<file path="src/rtl/storage_dma_pkg.sv">
// Shared types and helpers for the storage DMA responder.
//   dma_resp_state_e : responder FSM states
//   BEAT_BYTES       : bytes per 32-bit beat
//   tail_be()        : byte-enable mask for the final, partial beat
//   window_ok()      : request legality check against the served window
package storage_dma_pkg;

    localparam int BEAT_BYTES = 4;

    typedef enum logic [2:0] {
        ST_IDLE,
        ST_ACK,
        ST_RD,
        ST_WR,
        ST_DONE
    } dma_resp_state_e;

    // tail == 0 means the last beat is full.
    function automatic logic [3:0] tail_be(input logic [1:0] tail);
        logic [3:0] be;
        be = (tail == 2'd0) ? 4'hF : ((4'd1 << tail) - 4'd1);
        return be;
    endfunction

    // All operands are 65 bits so addr+len and base+size cannot wrap.
    function automatic logic window_ok(input logic [64:0] addr,
                                       input logic [15:0] len,
                                       input logic [64:0] base,
                                       input logic [64:0] size);
        logic [64:0] last;
        last = addr + {49'd0, len};
        return (len != 16'd0) && (addr[1:0] == 2'b00) &&
               (addr >= base) && (last <= base + size);
    endfunction

endpackage

</file>
<file path="src/rtl/storage_dma_responder_sync_fifo.sv">
// Synchronous FIFO used as the beat buffer for both transfer directions.
// Ports: clk/rst, push+din, pop, dout (head, valid when !empty), full,
// empty, count (occupancy 0..DEPTH).
// Push and pop together never change the count: on a full FIFO the head
// leaves as the new beat enters; on an empty FIFO the beat bypasses to dout.
module sync_fifo #(
    parameter int DATA_WIDTH = 32,
    parameter int DEPTH      = 4
) (
    input  logic                    clk,
    input  logic                    rst,
    input  logic                    push,
    input  logic [DATA_WIDTH-1:0]   din,
    input  logic                    pop,
    output logic [DATA_WIDTH-1:0]   dout,
    output logic                    full,
    output logic                    empty,
    output logic [$clog2(DEPTH):0]  count
);
    localparam int PW = $clog2(DEPTH);
    localparam logic [PW:0] DEPTH_W = (PW+1)'(DEPTH);

    logic [DATA_WIDTH-1:0] mem [DEPTH];
    logic [PW-1:0]         wptr, rptr;
    logic                  pass, do_push, do_pop;

    assign empty   = (count == '0);
    assign full    = (count == DEPTH_W);
    assign pass    = push && pop && empty;
    assign do_pop  = pop && !empty;
    assign do_push = push && !pass && (!full || pop);
    assign dout    = empty ? din : mem[rptr];

    always_ff @(posedge clk) begin
        if (do_push) mem[wptr] <= din;
    end

    always_ff @(posedge clk or posedge rst) begin
        if (rst) begin
            wptr  <= '0;
            rptr  <= '0;
            count <= '0;
        end else begin
            if (do_push) wptr <= wptr + PW'(1);
            if (do_pop)  rptr <= rptr + PW'(1);
            case ({do_push, do_pop})
                2'b10:   count <= count + (PW+1)'(1);
                2'b01:   count <= count - (PW+1)'(1);
                default: ;
            endcase
        end
    end

endmodule

</file>
<file path="src/rtl/storage_dma_responder.sv">
// Memory-side responder for the storage controller DMA port. Accepts one
// request (addr, length, direction), checks it against the buffer-SRAM
// window and streams beats through a small FIFO in either direction.
// Ports:
//   dma_*    : request/ack/error/done handshake plus the beat stream
//              (dma_valid/dma_ready meaning depends on direction)
//   mem_*    : SRAM request channel (req held until gnt, in-order rvalid)
//   xfer_count / err_count : saturating statistics, busy = not idle
module storage_dma_responder
    import storage_dma_pkg::*;
#(
    parameter int          ADDR_WIDTH  = 64,
    parameter int          DATA_WIDTH  = 32,
    parameter int          MEM_AW      = 16,
    parameter logic [63:0] WINDOW_BASE = 64'h0000_0000_1000_0000,
    parameter int          FIFO_DEPTH  = 4
) (
    input  logic                  clk,
    input  logic                  rst,
    input  logic                  dma_req,
    input  logic [ADDR_WIDTH-1:0] dma_addr,
    input  logic [15:0]           dma_length,
    input  logic                  dma_write,
    output logic                  dma_ack,
    output logic                  dma_error,
    output logic                  dma_done,
    output logic                  dma_valid,
    input  logic                  dma_ready,
    output logic [DATA_WIDTH-1:0] dma_rdata,
    input  logic [DATA_WIDTH-1:0] dma_wdata,
    output logic                  mem_req,
    output logic                  mem_we,
    output logic [MEM_AW-1:0]     mem_addr,
    output logic [3:0]            mem_be,
    output logic [DATA_WIDTH-1:0] mem_wdata,
    input  logic                  mem_gnt,
    input  logic                  mem_rvalid,
    input  logic [DATA_WIDTH-1:0] mem_rdata,
    output logic [31:0]           xfer_count,
    output logic [31:0]           err_count,
    output logic                  busy
);
    localparam int          FCW      = $clog2(FIFO_DEPTH) + 1;
    localparam logic [FCW:0] DEPTH_W = (FCW+1)'(FIFO_DEPTH);
    localparam logic [64:0] WIN_BASE = {1'b0, WINDOW_BASE};
    localparam logic [64:0] WIN_SIZE = 65'(BEAT_BYTES) << MEM_AW;

    dma_resp_state_e state, next;

    logic [14:0]     beats, issued, retired;
    logic [1:0]      tail;
    logic            is_write;
    logic            err_ack;
    logic [FCW-1:0]  outstanding;

    logic [64:0]     addr65;
    logic            accept, reject, rd_issue;

    logic            fifo_push, fifo_pop, fifo_full, fifo_empty;
    logic [DATA_WIDTH-1:0] fifo_din, fifo_dout;
    logic [FCW-1:0]  fifo_count;

    assign addr65 = {{(65-ADDR_WIDTH){1'b0}}, dma_addr};
    assign busy   = (state != ST_IDLE);

    // Reads are only issued while the FIFO has room for every beat already
    // in flight, so a returning rvalid can always be pushed.
    assign rd_issue = (state == ST_RD) && (issued < beats) &&
                      ({1'b0, fifo_count} + {1'b0, outstanding} < DEPTH_W);

    sync_fifo #(
        .DATA_WIDTH (DATA_WIDTH),
        .DEPTH      (FIFO_DEPTH)
    ) u_fifo (
        .clk   (clk),
        .rst   (rst),
        .push  (fifo_push),
        .din   (fifo_din),
        .pop   (fifo_pop),
        .dout  (fifo_dout),
        .full  (fifo_full),
        .empty (fifo_empty),
        .count (fifo_count)
    );

    always_comb begin
        next      = state;
        accept    = 1'b0;
        reject    = 1'b0;
        dma_ack   = err_ack;
        dma_error = err_ack;
        dma_done  = 1'b0;
        dma_valid = 1'b0;
        dma_rdata = '0;
        mem_req   = 1'b0;
        mem_we    = 1'b0;
        mem_be    = 4'h0;
        mem_wdata = '0;
        fifo_push = 1'b0;
        fifo_pop  = 1'b0;
        fifo_din  = '0;
        case (state)
            ST_IDLE: begin
                // The cycle carrying an error ack still sees the old req
                // level; skip it so one request is not rejected twice.
                if (dma_req && !err_ack) begin
                    if (window_ok(addr65, dma_length, WIN_BASE, WIN_SIZE)) begin
                        accept = 1'b1;
                        next   = ST_ACK;
                    end else begin
                        reject = 1'b1;
                    end
                end
            end
            ST_ACK: begin
                dma_ack = 1'b1;
                next    = is_write ? ST_WR : ST_RD;
            end
            ST_RD: begin
                mem_req   = rd_issue;
                mem_be    = 4'hF;
                fifo_push = mem_rvalid;
                fifo_din  = mem_rdata;
                dma_valid = !fifo_empty;
                dma_rdata = fifo_dout;
                fifo_pop  = dma_valid && dma_ready;
                if (retired == beats) next = ST_DONE;
            end
            ST_WR: begin
                dma_valid = !fifo_full && (issued < beats);
                fifo_push = dma_valid && dma_ready;
                fifo_din  = dma_wdata;
                mem_req   = !fifo_empty;
                mem_we    = mem_req;
                mem_wdata = fifo_dout;
                mem_be    = (retired == beats - 15'd1) ? tail_be(tail) : 4'hF;
                fifo_pop  = mem_req && mem_gnt;
                if (retired == beats) next = ST_DONE;
            end
            ST_DONE: begin
                dma_done = 1'b1;
                next     = ST_IDLE;
            end
            default: next = ST_IDLE;
        endcase
    end

    always_ff @(posedge clk or posedge rst) begin
        if (rst) begin
            state       <= ST_IDLE;
            err_ack     <= 1'b0;
            beats       <= '0;
            issued      <= '0;
            retired     <= '0;
            tail        <= '0;
            is_write    <= 1'b0;
            outstanding <= '0;
            mem_addr    <= '0;
            xfer_count  <= '0;
            err_count   <= '0;
        end else begin
            state   <= next;
            err_ack <= reject;
            if (reject && err_count != '1)
                err_count <= err_count + 32'd1;
            if (state == ST_DONE && xfer_count != '1)
                xfer_count <= xfer_count + 32'd1;

            if (accept) begin
                beats       <= 15'(({1'b0, dma_length} + 17'd3) >> 2);
                tail        <= dma_length[1:0];
                is_write    <= dma_write;
                mem_addr    <= MEM_AW'((addr65 - WIN_BASE) >> 2);
                issued      <= '0;
                retired     <= '0;
                outstanding <= '0;
            end

            if (mem_req && mem_gnt)
                mem_addr <= mem_addr + MEM_AW'(1);

            if (state == ST_RD) begin
                if (mem_req && mem_gnt) issued  <= issued + 15'd1;
                if (fifo_pop)           retired <= retired + 15'd1;
                case ({mem_req && mem_gnt, mem_rvalid})
                    2'b10:   outstanding <= outstanding + FCW'(1);
                    2'b01:   outstanding <= outstanding - FCW'(1);
                    default: ;
                endcase
            end

            if (state == ST_WR) begin
                if (fifo_push) issued  <= issued + 15'd1;
                if (fifo_pop)  retired <= retired + 15'd1;
            end
        end
    end

endmodule

</file>
<file path="config.mk">
export PLATFORM = sky130hd
export DESIGN_NAME = storage_dma_responder
export DESIGN_NICKNAME = d
export VERILOG_FILES = /design/src/rtl/storage_dma_pkg.sv /design/src/rtl/storage_dma_responder_sync_fifo.sv /design/src/rtl/storage_dma_responder.sv
export SDC_FILE = /design/constraint.sdc
export NUM_CORES = 1
export LEC_CHECK = 0
export BUFFER_PORTS_ARGS = -buffer_cell sky130_fd_sc_hd__buf_4
export CORE_MARGIN = 3
export CORE_UTILIZATION = 55
export DETAILED_ROUTE_END_ITERATION = 8
export MAX_ROUTING_LAYER = met4
export PLACE_DENSITY = 0.79
export REMOVE_ABC_BUFFERS = 1
export SLEW_MARGIN = 20
export SYNTH_ARGS = -nofsm -noshare
export SYNTH_HDL_FRONTEND = slang
export SYNTH_HIERARCHICAL = 1
export SYNTH_SLANG_ARGS = --single-unit
</file>
<file path="constraint.sdc">
create_clock -name clk -period 5.7 [get_ports clk]
set_clock_uncertainty 0.2 [all_clocks]
set_input_delay 1.14 -clock clk [delete_from_list [all_inputs] [get_ports clk]]
set_output_delay 1.14 -clock clk [all_outputs]
set_load 0.02 [all_outputs]
</file>
After elaboration in Yosys (flattened, before gate mapping). Memories as Yosys holds them, arrays and structs flattened. Cells that the tools add are included.

Word-level logic and storage cells: 129. Input bits: 151. Memories: 1. Register bits after elaboration: 142. Bits in writable memories: 128.

Mux-type cells: 43. Add/subtract/negate cells: 17. Order comparisons: 4. Eq/ne operators: 16. Reductions and logical operators: 33. Shift-type cells: 1.

Memories: u_fifo.mem (words 4, width 32, rd ports 1, clocked after memory_dff 0, wr ports 1, line storage_dma_responder_sync_fifo.sv:23) `logic [DATA_WIDTH-1:0] mem [DEPTH];`.

Operator list (count): two-way mux 15 bit (10); two-way mux 32 bit (3); adder 64 x 16 -> 65 bit (1); less-or-equal comparator 65 x 29 -> 1 bit, second input constant (1); adder 32 x 1 -> 32 bit, second input constant (2); greater-or-equal comparator 64 x 29 -> 1 bit, second input constant (1); inequality test 32 bit, second input constant (2); one-hot mux 32 bit (2 select lines) (1); two-way mux 16 bit (2); adder 15 x 1 -> 15 bit, second input constant (2); equality test 15 bit (2); logical AND 1 bit (18); subtractor 18 x 1 -> 18 bit, second input constant (1); adder 16 x 2 -> 17 bit, second input constant (1); adder 16 x 1 -> 16 bit, second input constant (1); nonzero test 16 bit (1); less-than comparator 15 bit (1); two-way mux 3 bit (5); subtractor 15 x 1 -> 15 bit, second input constant (1); two-way mux 1 bit (12); one-hot mux 3 bit (2 select lines) (2); one-hot mux 3 bit (3 select lines) (1); two-way mux 4 bit (2); one-hot mux 1 bit (2 select lines) (4); other kinds (23) (37).

Longest topological paths before layout.
Depth in word-level cells: 12. Gate-level depth with buffers: 18.

Cells and area by module. Netlist, hierarchy kept.

Modules (own cells, without submodules): storage_dma_responder (seq. area each 3378.2 sq um, times used 1, cells each 1441, area each 11452.2 sq um); sync_fifo (seq. area each 4018.9 sq um, times used 1, cells each 242, area each 5471.5 sq um).

Least setup slack after synthesis. OpenSTA, ideal clock, no wires.

Kind: input port to flip-flop. Start: input port dma_addr[0]. End: register mem_addr[10]. Slack: 0.395 ns. Arrival time: 4.981 ns. Stages on the path: 16. Path buffers: 3. Data required time: 5.376 ns. Path through: ha_1 -> fa_1 -> a211oi_1 -> o211ai_1 -> and4b_1 -> o21ai_0 -> or3_1 -> xor2_1 -> a311oi_1 -> or4_1 -> or4_1 -> buf_2 -> and2_4 -> buf_6 -> buf_6 -> a211o_1.

Cells in the longest elaborated chain, start to end: 8. Elaborated cells between the ends (all ways): 14. Classes of those cells: add/sub: 2; order compare: 2; mux: 5; reduce/logical: 5.

RTL lines: start, declared (line storage_dma_responder.sv:21) `input logic [ADDR_WIDTH-1:0] dma_addr,`; parallel branches: the longest is 8 deep, another holds adder 64 x 16 -> 65 bit; end signal, assigned (line storage_dma_responder.sv:173) `mem_addr <= MEM_AW'((addr65 - WIN_BASE) >> 2);`; end signal, assigned (line storage_dma_responder.sv:180) `mem_addr <= mem_addr + MEM_AW'(1);`; end, declared (line storage_dma_responder.sv:33) `output logic [MEM_AW-1:0] mem_addr,`.

Several ways; the timed one is not identified. The select of a mux whose other input is x is not followed. A chain may end at the register's enable or synchronous reset.

Worst setup path after layout.
Start: input port dma_addr[0]. End: register retired[12].

Cells in the longest elaborated chain, start to end: 12. Elaborated cells between the ends (all ways): 15. Classes of those cells: add/sub: 1; order compare: 2; mux: 8; reduce/logical: 4.

RTL lines: parallel branches: the longest is 3 deep, another holds adder 64 x 16 -> 65 bit; logical AND 1 bit * (line storage_dma_pkg.sv:33) `(addr >= base) && (last <= base + size);`; two-way mux 1 bit * (line storage_dma_responder.sv:107) `if (window_ok(addr65, dma_length, WIN_BASE, WIN_SIZE)) begin`; two-way mux 1 bit * (line storage_dma_responder.sv:106) `if (dma_req && !err_ack) begin`; two-way mux 1 bit * (line storage_dma_responder.sv:102) `case (state)`; two-way mux 15 bit * (line storage_dma_responder.sv:169) `if (accept) begin`; two-way mux 15 bit (line storage_dma_responder.sv:184) `if (fifo_pop) retired <= retired + 15'd1;`; two-way mux 15 bit * (line storage_dma_responder.sv:182) `if (state == ST_RD) begin`; two-way mux 15 bit (line storage_dma_responder.sv:194) `if (fifo_pop) retired <= retired + 15'd1;`; two-way mux 15 bit * (line storage_dma_responder.sv:192) `if (state == ST_WR) begin`; end signal, assigned (line storage_dma_responder.sv:184); end signal, assigned (line storage_dma_responder.sv:194); end, declared (line storage_dma_responder.sv:50) `logic [14:0] beats, issued, retired;`.

Mark *: on every way between the ends.

==> out/metrics.yaml <==
clocking:
  ctsResizeCount: 0
  clkTransAtPathRegs_ps: 60
  htree_num_levels: 1
  hold_buffers: 0
  cts_buffers: 29
  postCtsSetupBuffers: 0
  ctsLongestPathBuffers: 3
  insertion_delay_ps: 570
  cts_root_buf: "clkbuf_16"
  cts_tree: "yes"
  cts.sinks: 270
critical_path:
  slowest_stage: "or4_2"
  crit_top_cell: "buf_4"
  end_kind: "flop"
  crit_path_start_kind: "input port"
  cp.buffers_inverters: 2
  cp_max_fo: 29
  max_stage_delay_ps: 760
  critical_path_required_ps: 5930
  crit_type: "input port to flop"
  cp_top_family: "simple AND/OR/NAND/NOR gates"
  arrival_ps: 5580
  cp_cell_sequence: "buf_4 > ha_1 > fa_1 > a211oi_1 > or3_1 > o211ai_1 > a2111oi_0 > nand4_1 > nor4_1 > a311oi_1 > or4_1 > or4_2 > buf_4 > nand2_1 > a31oi_1"
power:
  switching_share: 0.3379
  p_clk_frac: 0.293
  seqPwrFrac: 0.387
  p_comb_frac: 0.321
  finalPower_w: 0.006620
  vdd_drop_max_v: 0.0002128
  p_leak_nw: 9.247
  power.switching_w: 0.002237
  p_per_area_mw_per_mm2: 316.6
  p_int_w: 0.004383
global_routing:
  grt.total_usage: 0.3012
  grt_antenna_before_repair: 0
  grt_pass1_wl_um: 79250
  first_global_vias: 14819
  grt.overflow.total: 0
  grt_max_degree: 96
timing:
  max_slew_margin: 0.3331
  tightest_slew_ps: 1000
  period_share: 0.9376
  finalCriticalPeriod_ps: 5344
  clock.fmax_mhz: 187.1
  setup_ws_ps: 355.7
  drv_slew: 0
  rsz0062_at_grt: "false"
  setup_violations: 0
  holdWs_ps: 289.8
  finalSetupTns_ps: 0
  finalHoldViolations: 0
place:
  dp_slack_ps: -219.0
  gp_congestion: 1.007
  portBuffers: 305
  dp_hpwl_um: 36390
final_layout:
  fin_nets: 2214
  areaGrowthSynthToFinish_pct: 23.54
  n_antenna_cell: 0
  finalCoreUtilization: 0.6980
  nFillCells: 2312
  drive_gt1_frac: 0.2543
detailed_routing:
  ant_nets: 0
  wire_per_inst_um: 20.43
  vias_per_cell: 6.199
  firstDrtPassIters: 5
  vias: 15044
  drtIter0Drc: 1154
  wl_um: 49570
  drc: 0
die:
  core_mm2: 0.02995
  fp.dieArea_mm2: 0.03291
  rows: 63
  die_w_um: 181.4
  initial_core_util: 0.5650
  ios: 306
  chipHeight_um: 181.4
synth:
  synthMostInstantiatedCell: "dfrtp_1"
  synth_top_area_frac: 0.2271
  synth.distinct_cells: 79
  synth_edf_count: 128
  synth_top_area_cell: "edfxtp_1"
  async_reset_ff_frac: 0.5259
  synthTopCellsByArea: "edfxtp_1, dfrtp_1, and3_1, xor2_1, mux4_2"
  ys.flop_type: "dfrtp_1"
  ys_seq_area_frac: 0.4371
  synth_commonest_cells: "dfrtp_1, nand2_1, edfxtp_1"
  ys_ff_latch: 270
  avgSynthCellArea_um2: 10.06
  syn_inst: 1683
  yosys_warnings: 6
  syn-cell-area_mm2: 0.01692
outcome:
  outcome: "completed"
run:
  max_cap_viol_count: 0
min_path:
  worst_hold_path_type: "flop to flop"
## power by group through the flow
| stage | combinational, W | clock (W) | sequential, W |
|---|---|---|---|
| 4_1_cts | 0.00212 | 0.00196 | 0.00256 |
| 2_1_floorplan | 0.00127 | 0 | 0.00257 |
| 5_1_grt | 0.00230 | 0.00204 | 0.00259 |
| 3_5_place_dp | 0.00210 | 0 | 0.00259 |
| 6_report | 0.00212 | 0.00194 | 0.00256 |
| 3_3_place_gp | 0.00202 | 0 | 0.00257 |
## worst register-to-register path, stage by stage, from the launching register on
cell and delay [ps]:
dfrtp_1 450, inv_1 110, ha_1 300, a21o_1 150, a21o_1 170, a21o_1 170, a211oi_1 230, o211a_1 230
nor2_1 80, o21ai_0 190, o31a_1 340, and2_1 740, buf_12 270
## area by class of cell
cell class,count,area (µm²),share of cell area
multi-input combinational,1268,8907,0.4260
sequential,270,7401,0.3540
timing repair buffer,378,2875,0.1375
clock buffer,40,777.0,0.03716
tap,390,488.0,0.02334
inverter,67,256.5,0.01227
clock inverter,14,202.7,0.009695
## layout by cell type (no fill, tap or decap), drive strengths merged, types with 16 or more instances in the layout
cell type  instances
a21oi             72
a31oi             24
and2              16
and3             106
buf              378
clkbuf            40
dfrtp            142
edfxtp           128
ha                46
inv               70
mux2              39
mux2i             37
mux4              32
nand2            140
nand2b            22
nand3             97
nand4             47
nor2             117
nor3              40
nor4              35
o21ai             57
or3               30
xnor2             57
xor2              73
## kinds of logic (layout without fill, tap and decap cells)
group                      count (synthesis)  after routing  share of synthesized area
AOI/OAI and AO/OA                        285            285                     0.1133
xor gates and xnor gates                 130            130                    0.06728
adders and majority gates                 49             49                    0.03756
buffers and inverters                    145            499                    0.03756
DFF                                      270            270                     0.4371
muxes                                    108            108                    0.09131
and+or+nand+nor                          696            696                     0.2159
## path summary, 6_finish.rpt
check	startpoint	to	slack [ps]	depth (start not counted)
hold / removal	err_count[30]$_DFFE_PP0P_	err_count[30]$_DFFE_PP0P_	290	1
setup reg to reg	beats[1]$_DFFE_PP0P_	u_fifo/mem[1][3]$_DFFE_PP_	1740	12
setup / recovery	dma_addr[0]	retired[12]$_DFF_PP0_	360	15
min in group asynchronous	rst	u_fifo/rptr[1]$_DFFE_PP0P_	340	2
hold reg to reg	err_count[30]$_DFFE_PP0P_	err_count[30]$_DFFE_PP0P_	290	1
max in group asynchronous	rst	err_count[9]$_DFFE_PP0P_	3600	3
## layer usage
layer,GRT usage,vias up,share of wire,wire (µm)
met2,0.5048,655,0.50,24690
met5,-,-,0,0
met4,0.07952,0,0.025,1234
met3,0.03826,95,0.071,3537
li1,-,6983,-,-
met1,0.3916,7311,0.41,20110
## state kept, by name, indices dropped and copies added, names as in the netlist
name / flops
beats: 15
dma_error: 1
err_count: 32
is_write: 1
issued: 15
mem_addr: 16
outstanding: 3
retired: 15
state: 3
tail: 2
u_fifo/count: 3
u_fifo/mem: 128
u_fifo/rptr: 2
u_fifo/wptr: 2
xfer_count: 32
## metrics by stage
step / cell area [µm²] / std cells
final: 20910 / 2427
after global routing: 20910 / 2427
after CTS: 20910 / 2427
after detailed placement: 19930 / 2373
after global placement: 19930 / 2373
after floorplan: 16540 / 1605
(Power assumes the default switching activity.)
